**src/rtl/fifo_rd_master_if.sv**
```systemverilog
// FIFO read port plus output stream bundle for fifo_rd_master.
// master = the read master (pops the FIFO, sources the stream).
interface fifo_rd_master_if #(
  parameter int DATAWIDTH = 8
);
  logic                 fifo_empty;
  logic                 fifo_rd;
  logic [DATAWIDTH-1:0] fifo_dout;
  logic                 m_valid;
  logic [DATAWIDTH-1:0] m_data;
  logic                 m_ready;

  modport master (
    input  fifo_empty, fifo_dout, m_ready,
    output fifo_rd, m_valid, m_data
  );

  modport slave (
    output fifo_empty, fifo_dout, m_ready,
    input  fifo_rd, m_valid, m_data
  );
endinterface

```
**src/rtl/fifo_rd_master.sv**
```systemverilog
// Pulls words from a synchronous FIFO (1-cycle read latency) and presents
// them as a valid/ready stream through a 2-entry skid buffer.
// Every issued read always has a free buffer slot waiting for it, so the
// buffer cannot overflow.
module fifo_rd_master #(
  parameter int DATAWIDTH = 8,
  parameter int CNT_W     = 16
) (
  input  logic                 clk,
  input  logic                 reset,
  input  logic                 i_enable,
  fifo_rd_master_if.master     bus,
  output logic                 o_busy,
  output logic [CNT_W-1:0]     o_rd_count
);

  logic [1:0]           r_occ;
  logic                 r_inflight;
  logic                 r_head;
  logic                 r_tail;
  logic [DATAWIDTH-1:0] r_buf [2];
  logic [CNT_W-1:0]     r_count;

  logic                 w_pop;
  logic [2:0]           w_level;
  logic                 w_rd;

  // Slots committed after this edge: buffered + in flight - leaving now.
  // pop implies occ >= 1, so this never underflows.
  always_comb begin
    w_pop   = bus.m_valid & bus.m_ready;
    w_level = {1'b0, r_occ} + {2'b00, r_inflight} - {2'b00, w_pop};
    w_rd    = ~reset & i_enable & ~bus.fifo_empty & (w_level < 3'd2);
  end

  assign bus.fifo_rd = w_rd;
  assign bus.m_valid = (r_occ != 2'd0);
  assign bus.m_data  = r_buf[r_head];
  assign o_busy      = (r_occ != 2'd0) | r_inflight;
  assign o_rd_count  = r_count;

  // Buffer pointers, occupancy, in-flight flag and transfer counter.
  // Reset drops everything, including a read data word arriving now.
  always_ff @(posedge clk) begin
    if (reset) begin
      r_occ      <= 2'd0;
      r_inflight <= 1'b0;
      r_head     <= 1'b0;
      r_tail     <= 1'b0;
      r_count    <= '0;
      r_buf[0]   <= '0;
      r_buf[1]   <= '0;
    end else begin
      r_inflight <= w_rd;
      if (r_inflight) begin
        r_buf[r_tail] <= bus.fifo_dout;
        r_tail        <= ~r_tail;
      end
      if (w_pop) begin
        r_head  <= ~r_head;
        r_count <= r_count + CNT_W'(1);
      end
      r_occ <= r_occ + {1'b0, r_inflight} - {1'b0, w_pop};
    end
  end

endmodule

```
**src/flat_wrapper.sv**
```systemverilog
// flat-port wrapper written by rule: the top's interface ports become plain ports
module fifo_rd_master_flat 
#(
  parameter int DATAWIDTH = 8,
  parameter int CNT_W     = 16
)
  (clk, reset, i_enable, o_busy, o_rd_count, bus_fifo_empty, bus_fifo_dout, bus_m_ready, bus_fifo_rd, bus_m_valid, bus_m_data);
  fifo_rd_master_if #(.DATAWIDTH(DATAWIDTH)) bus_i ();
  input  logic clk;
  input  logic reset;
  input  logic i_enable;
  output logic o_busy;
  output logic [CNT_W-1:0] o_rd_count;
  input wire logic [$bits(bus_i.fifo_empty)-1:0] bus_fifo_empty;
  input wire logic [$bits(bus_i.fifo_dout)-1:0] bus_fifo_dout;
  input wire logic [$bits(bus_i.m_ready)-1:0] bus_m_ready;
  output wire logic [$bits(bus_i.fifo_rd)-1:0] bus_fifo_rd;
  output wire logic [$bits(bus_i.m_valid)-1:0] bus_m_valid;
  output wire logic [$bits(bus_i.m_data)-1:0] bus_m_data;
  assign bus_i.fifo_empty = bus_fifo_empty;
  assign bus_i.fifo_dout = bus_fifo_dout;
  assign bus_i.m_ready = bus_m_ready;
  assign bus_fifo_rd = bus_i.fifo_rd;
  assign bus_m_valid = bus_i.m_valid;
  assign bus_m_data = bus_i.m_data;
  fifo_rd_master #(.DATAWIDTH(DATAWIDTH), .CNT_W(CNT_W)) u_core (.clk(clk), .reset(reset), .i_enable(i_enable), .bus(bus_i), .o_busy(o_busy), .o_rd_count(o_rd_count));
endmodule
```
**config.mk**
```make
export PLATFORM = sky130hd
export DESIGN_NAME = fifo_rd_master_flat
export DESIGN_NICKNAME = d
export VERILOG_FILES = /design/src/rtl/fifo_rd_master_if.sv /design/src/rtl/fifo_rd_master.sv /design/src/flat_wrapper.sv
export SDC_FILE = /design/constraint.sdc
export NUM_CORES = 1
export LEC_CHECK = 0
export BUFFER_PORTS_ARGS = -buffer_cell sky130_fd_sc_hd__buf_2
export CAP_MARGIN = 25
export CORE_MARGIN = 4
export CORE_UTILIZATION = 50
export DETAILED_ROUTE_END_ITERATION = 16
export GPL_TIMING_DRIVEN = 0
export PLACE_DENSITY = 0.75
export SKIP_LAST_GASP = 1
export SLEW_MARGIN = 20
export SYNTH_ARGS = -nofsm -noshare
export SYNTH_HDL_FRONTEND = slang
export SYNTH_SLANG_ARGS = --single-unit
```
**constraint.sdc**
```tcl
create_clock -name clk -period 2.8 [get_ports clk]
set_input_delay 0.56 -clock clk [delete_from_list [all_inputs] [get_ports clk]]
set_output_delay 0.56 -clock clk [all_outputs]
set_load 0.1 [all_outputs]
```
# After elaboration in Yosys (flattened, before gate mapping)
# Memory sizes are Yosys's and may differ from the RTL's. A register that Yosys moved wholly into a read port is not among the register bits.
# Cells that the tools add are included.
# classes
n_addsub,5
n_lt_le_gt_ge,1
bitwise,9
reduce_logical,2
n_mux,10
# ops
cell,n
$add A16 B1 Y16 const B,1
$mux W1,9
$mux W8,1
$reduce_or A8 Y1,1
$and A1 B1 Y1,4
$not A1 Y1,4
$add A2 B1 Y3,1
$lt A3 B2 Y1 const B,1
$sub A3 B1 Y3,1
$add A2 B1 Y2,1
$reduce_bool A2 Y1,1
$sub A2 B1 Y2,1
$or A1 B1 Y1,1
# totals
register_bits,21
mem_count,1
input_bits,13
ram_bits,16
out_inout_bits,27
elab_cells,33
# mem_list
name,words,width,rd,rd_clocked_by_memory_dff,write_ports,line_no,rtl
u_core.r_buf,2,8,1,1,2,fifo_rd_master.sv:21,logic [DATAWIDTH-1:0] r_buf [2];

# Longest topological paths before layout
# logic_depth
word_depth,5
mapped_depth,8
depth_no_buf,7

# Worst setup path before layout
# OpenSTA, ideal clock, no wires.
# synth_timing
kind,input to output
startpoint,input bus_m_ready
endpoint,output bus_fifo_rd
arrival_time_ns,4.758
required_ns,2.240
path_stages,7
n_path_buf,1
setup_slack_ns,-2.518
cell_sequence,o21a_1 > clkbuf_1 > ha_1 > inv_1 > ha_1 > fa_1 > nor4_1
# synth_via
elab_chain_len,4
# synth_lines
element,line_no,rtl
"start, declared",flat_wrapper.sv:16,input wire logic [$bits(bus_i.m_ready)-1:0] bus_m_ready;
$and A1 B1 Y1,fifo_rd_master.sv:31,w_pop = bus.m_valid & bus.m_ready;
net u_core.w_pop,fifo_rd_master.sv:24,logic w_pop;
$sub A3 B1 Y3,fifo_rd_master.sv:32,"w_level = {1'b0, r_occ} + {2'b00, r_inflight} - {2'b00, w_pop};"
net u_core.w_level[1],fifo_rd_master.sv:25,logic [2:0] w_level;
$lt A3 B2 Y1,fifo_rd_master.sv:33,w_rd = ~reset & i_enable & ~bus.fifo_empty & (w_level < 3'd2);
$and A1 B1 Y1,fifo_rd_master.sv:33,
"end, declared",flat_wrapper.sv:17,output wire logic [$bits(bus_i.fifo_rd)-1:0] bus_fifo_rd;
# The timed path passes the listed nets, and every way through them passes these cells.

# Worst setup path in the final report
# layout_timing
startpoint,register u_core.r_occ[1]
endpoint,output bus_fifo_rd
# layout_via
elab_chain_len,5
elab_cells_between_ends,6
cone_classes,add/sub (2); order compare (1); bitwise (2); reduce/logical (1)
# layout_lines
element,line_no,rtl
"start, declared",fifo_rd_master.sv:17,logic [1:0] r_occ;
"start signal, assigned",fifo_rd_master.sv:63,"r_occ <= r_occ + {1'b0, r_inflight} - {1'b0, w_pop};"
$reduce_bool A2 Y1,fifo_rd_master.sv:37,assign bus.m_valid = (r_occ != 2'd0);
$and A1 B1 Y1,fifo_rd_master.sv:31,
net u_core.w_pop,fifo_rd_master.sv:24,
$sub A3 B1 Y3,fifo_rd_master.sv:32,
net u_core.w_level[1],fifo_rd_master.sv:25,
$lt A3 B2 Y1,fifo_rd_master.sv:33,
$and A1 B1 Y1,fifo_rd_master.sv:33,
# The timed path passes the listed nets, and every way through them passes these cells.

==> results.py <==
metrics = {
    "run_status": {
        "status": "finished, violations left",
        "violations": "setup timing",
    },
    "floorplan": {
        "initial_core_util_pct": 52.01,
        "io_pins": 40,
        "die_y_um": 66.92,
        "die_w_um": 66.92,
        "row_count": 21,
        "core_um2": 3337,
        "dieArea_um2": 4478,
    },
    "timing": {
        "slew_headroom_pct": 42.75,
        "rsz0062_at_grt": "true",
        "finalCriticalPeriod_ns": 2.988,
        "slew_viol_final": 0,
        "setup_viol": 1,
        "skew_ns": 0.006466,
        "setup_ws_ns": -0.1875,
        "min_period_over_period_pct": 106.7,
        "hold_viol_final": 0,
        "worstMarginPinSlew_ns": 0.8568,
        "max_freq_ghz": 0.3347,
    },
    "synthesis": {
        "syn_area_um2": 1735,
        "seq_area_frac_synth_pct": 53.06,
        "synth_fp_nets": 174,
        "synthArstFlopShare_pct": 0,
        "avgSynthCellArea_um2": 11.05,
        "syn_inst": 157,
        "yosysWarnings": 0,
        "yosysUniqueCellTypes": 34,
        "synth_edf_count": 16,
        "ys.flop_type": "dfxtp_1",
        "ys_seq_elements": 38,
    },
    "global_route": {
        "antenna_found_initial": 0,
        "grt_pass1_wl_um": 5492,
        "grt_pass1_vias": 1248,
        "grt_max_degree": 13,
        "grt_overflow": 0,
        "grtUsageTotal_pct": 16.68,
    },
    "worst_setup_path": {
        "crit_type": "reg2out",
        "reg2reg_depth": 8,
        "setup.worst_path.end_class": "output pin",
        "path_max_fanout": 8,
        "critPathLaunchType": "register",
        "rrSetupSlack_ns": 0.76,
        "arrival_ns": 2.43,
        "critPathRequiredTime_ns": 2.24,
    },
    "cells_and_area": {
        "drive_gt1_share_pct": 35.27,
        "final_common_cell": "buf_2",
        "final_cell_area_um2": 2160,
        "layout_common_cells": "buf_2 (38), dfxtp_1 (20), nor2_1 (19), and2_1 (16), edfxtp_1 (16)",
        "synthToLayoutAreaGrowth_pct": 24.44,
        "nets": 223,
        "fin_util_pct": 64.72,
        "stdcell_count": 253,
        "diodes": 0,
    },
    "pwr": {
        "leakage_nw": 0.9213,
        "cellPowerDensity_nw_per_um2": 930.2,
        "power.total_mw": 2.009,
        "peakVddDrop_mv": 0.4634,
    },
    "routing": {
        "final_antenna_net_count": 0,
        "num_vias": 1270,
        "route.detailed.drc": 0,
        "viasPerCell": 5.020,
        "wl_um": 3370,
        "drtPass1Iterations": 3,
        "drt-wirelength-per-cell_um": 13.32,
        "drtIter0Drc": 30,
    },
    "clocking": {
        "clk_pin_slew_ns": 0.11,
        "cts-hold-fix-buffers": 0,
        "cts_tree": "built",
        "cts_buffer_depth": 2,
        "clock_latency_ns": 0.35,
        "ctsHtreeMaxLevel": 2,
        "cts_root_buffer": "clkbuf_4",
        "cts.sinks": 38,
        "cts_buffers": 5,
    },
    "min_path": {
        "hold_path_class": "in2reg",
        "holdPathStages": 2,
    },
    "flow_run": {
        "max-cap-violations": 0,
    },
    "placed_design": {
        "place_area_um2": 2038,
        "gp_congestion": 0.8212,
        "placedCellCount": 242,
        "dpl.hpwl_um": 2446,
        "port_buffers": 39,
    },
}
[timing repair]
item	CTS	global route
hold endpoints to repair	0	0
pin swaps	1	0
gates resized for setup	6	1
setup endpoints to repair	1	1
buffers inserted	3	0
gates cloned	0	0
[cell families (layout without fill, tap and decap cells)]
| logic type | after synthesis | after routing | synth area share, % |
|---|---|---|---|
| flip-flops | 38 | 38 | 53.06 |
| multiplexers | 13 | 13 | 8.363 |
| AO/OA/AOI/OAI | 6 | 6 | 2.379 |
| adder cells (fa/ha/maj) | 4 | 4 | 3.317 |
| buffers and inverters | 13 | 63 | 2.812 |
| AND/OR/NAND/NOR | 70 | 70 | 23.50 |
| XOR/XNOR | 13 | 13 | 6.561 |
[synthesized netlist by cell type, types with 3 or more instances]
library cell | n | area [um2]
mux2_2 | 10 | 112.6
nand2_1 | 5 | 18.77
and2_1 | 16 | 100.1
xnor2_1 | 9 | 78.83
nor4_1 | 5 | 31.28
xor2_1 | 4 | 35.03
ha_1 | 3 | 37.54
clkbuf_1 | 3 | 11.26
edfxtp_1 | 16 | 480.5
nor2b_1 | 5 | 31.28
dfxtp_1 | 22 | 440.4
nand3_1 | 5 | 25.02
inv_1 | 8 | 30.03
nor2_1 | 19 | 71.32
[sequential cells by signal (all words and copies together) (netlist names), named ones only]
signal,count
u_core.r_head,1
u_core.r_buf,16
u_core.r_inflight,1
u_core.o_rd_count,16
u_core.r_occ,2
u_core.r_tail,1
[metrics by stage]
| stage | hold slack [ns] | TNS [ns] | setup WS [ns] |
|---|---|---|---|
| after CTS | 0.4902 | -0.1774 | -0.1774 |
| after global placement | 0.4949 | -0.3198 | -0.3198 |
| after global routing | 0.4837 | -0.2669 | -0.2669 |
| after detailed placement | 0.4984 | -0.3388 | -0.3388 |
| after floorplan | 0.4806 | -0.5697 | -0.5697 |
| final | 0.4941 | -0.1875 | -0.1875 |
[area by class of cell]
class / instances / area [um2]
clock inverters: 3 / 40.04
clock buffers: 5 / 37.54
repair buffers: 42 / 224.0
inverters: 8 / 30.03
plain buffers: 5 / 28.78
multi-input cells: 106 / 815.8
flip-flops and latches: 38 / 925.9
well taps: 46 / 57.56
fillers: 273 / 1177
[metal layers]
metal | vias to the layer above | GRT usage (%) | routed length [um]
li1 | 639 | - | -
met1 | 596 | 18.66 | 1399
met2 | 27 | 29.58 | 1743
met3 | 8 | 4.553 | 167
met4 | 0 | 6.835 | 59
met5 | - | 0 | 0
[path summary, 6_finish.rpt]
check	from	endpoint
worst min register to register	u_core.r_head	register
worst max register to register	u_core.r_occ[1]	u_core.r_inflight
worst max-delay path	u_core.r_occ[1]	bus_fifo_rd
worst min-delay path	bus_fifo_dout[5]	u_core.r_buf[1][5]
[critical path, cell delays in order (launching register included)]
cell and delay [ns]:
dfxtp_4 0.36, o21a_1 0.17, clkbuf_8 0.16, ha_4 0.26, inv_2 0.04, ha_4 0.15
fa_2 0.45, nor4_4 0.24, buf_6 0.26
[report_power, final]
group / internal [mW] / switching (mW) / total, mW
sequential: 0.646 / 0.0369 / 0.683
combinational: 0.252 / 0.706 / 0.958
clock: 0.185 / 0.182 / 0.367
(Power assumes the default switching activity.)
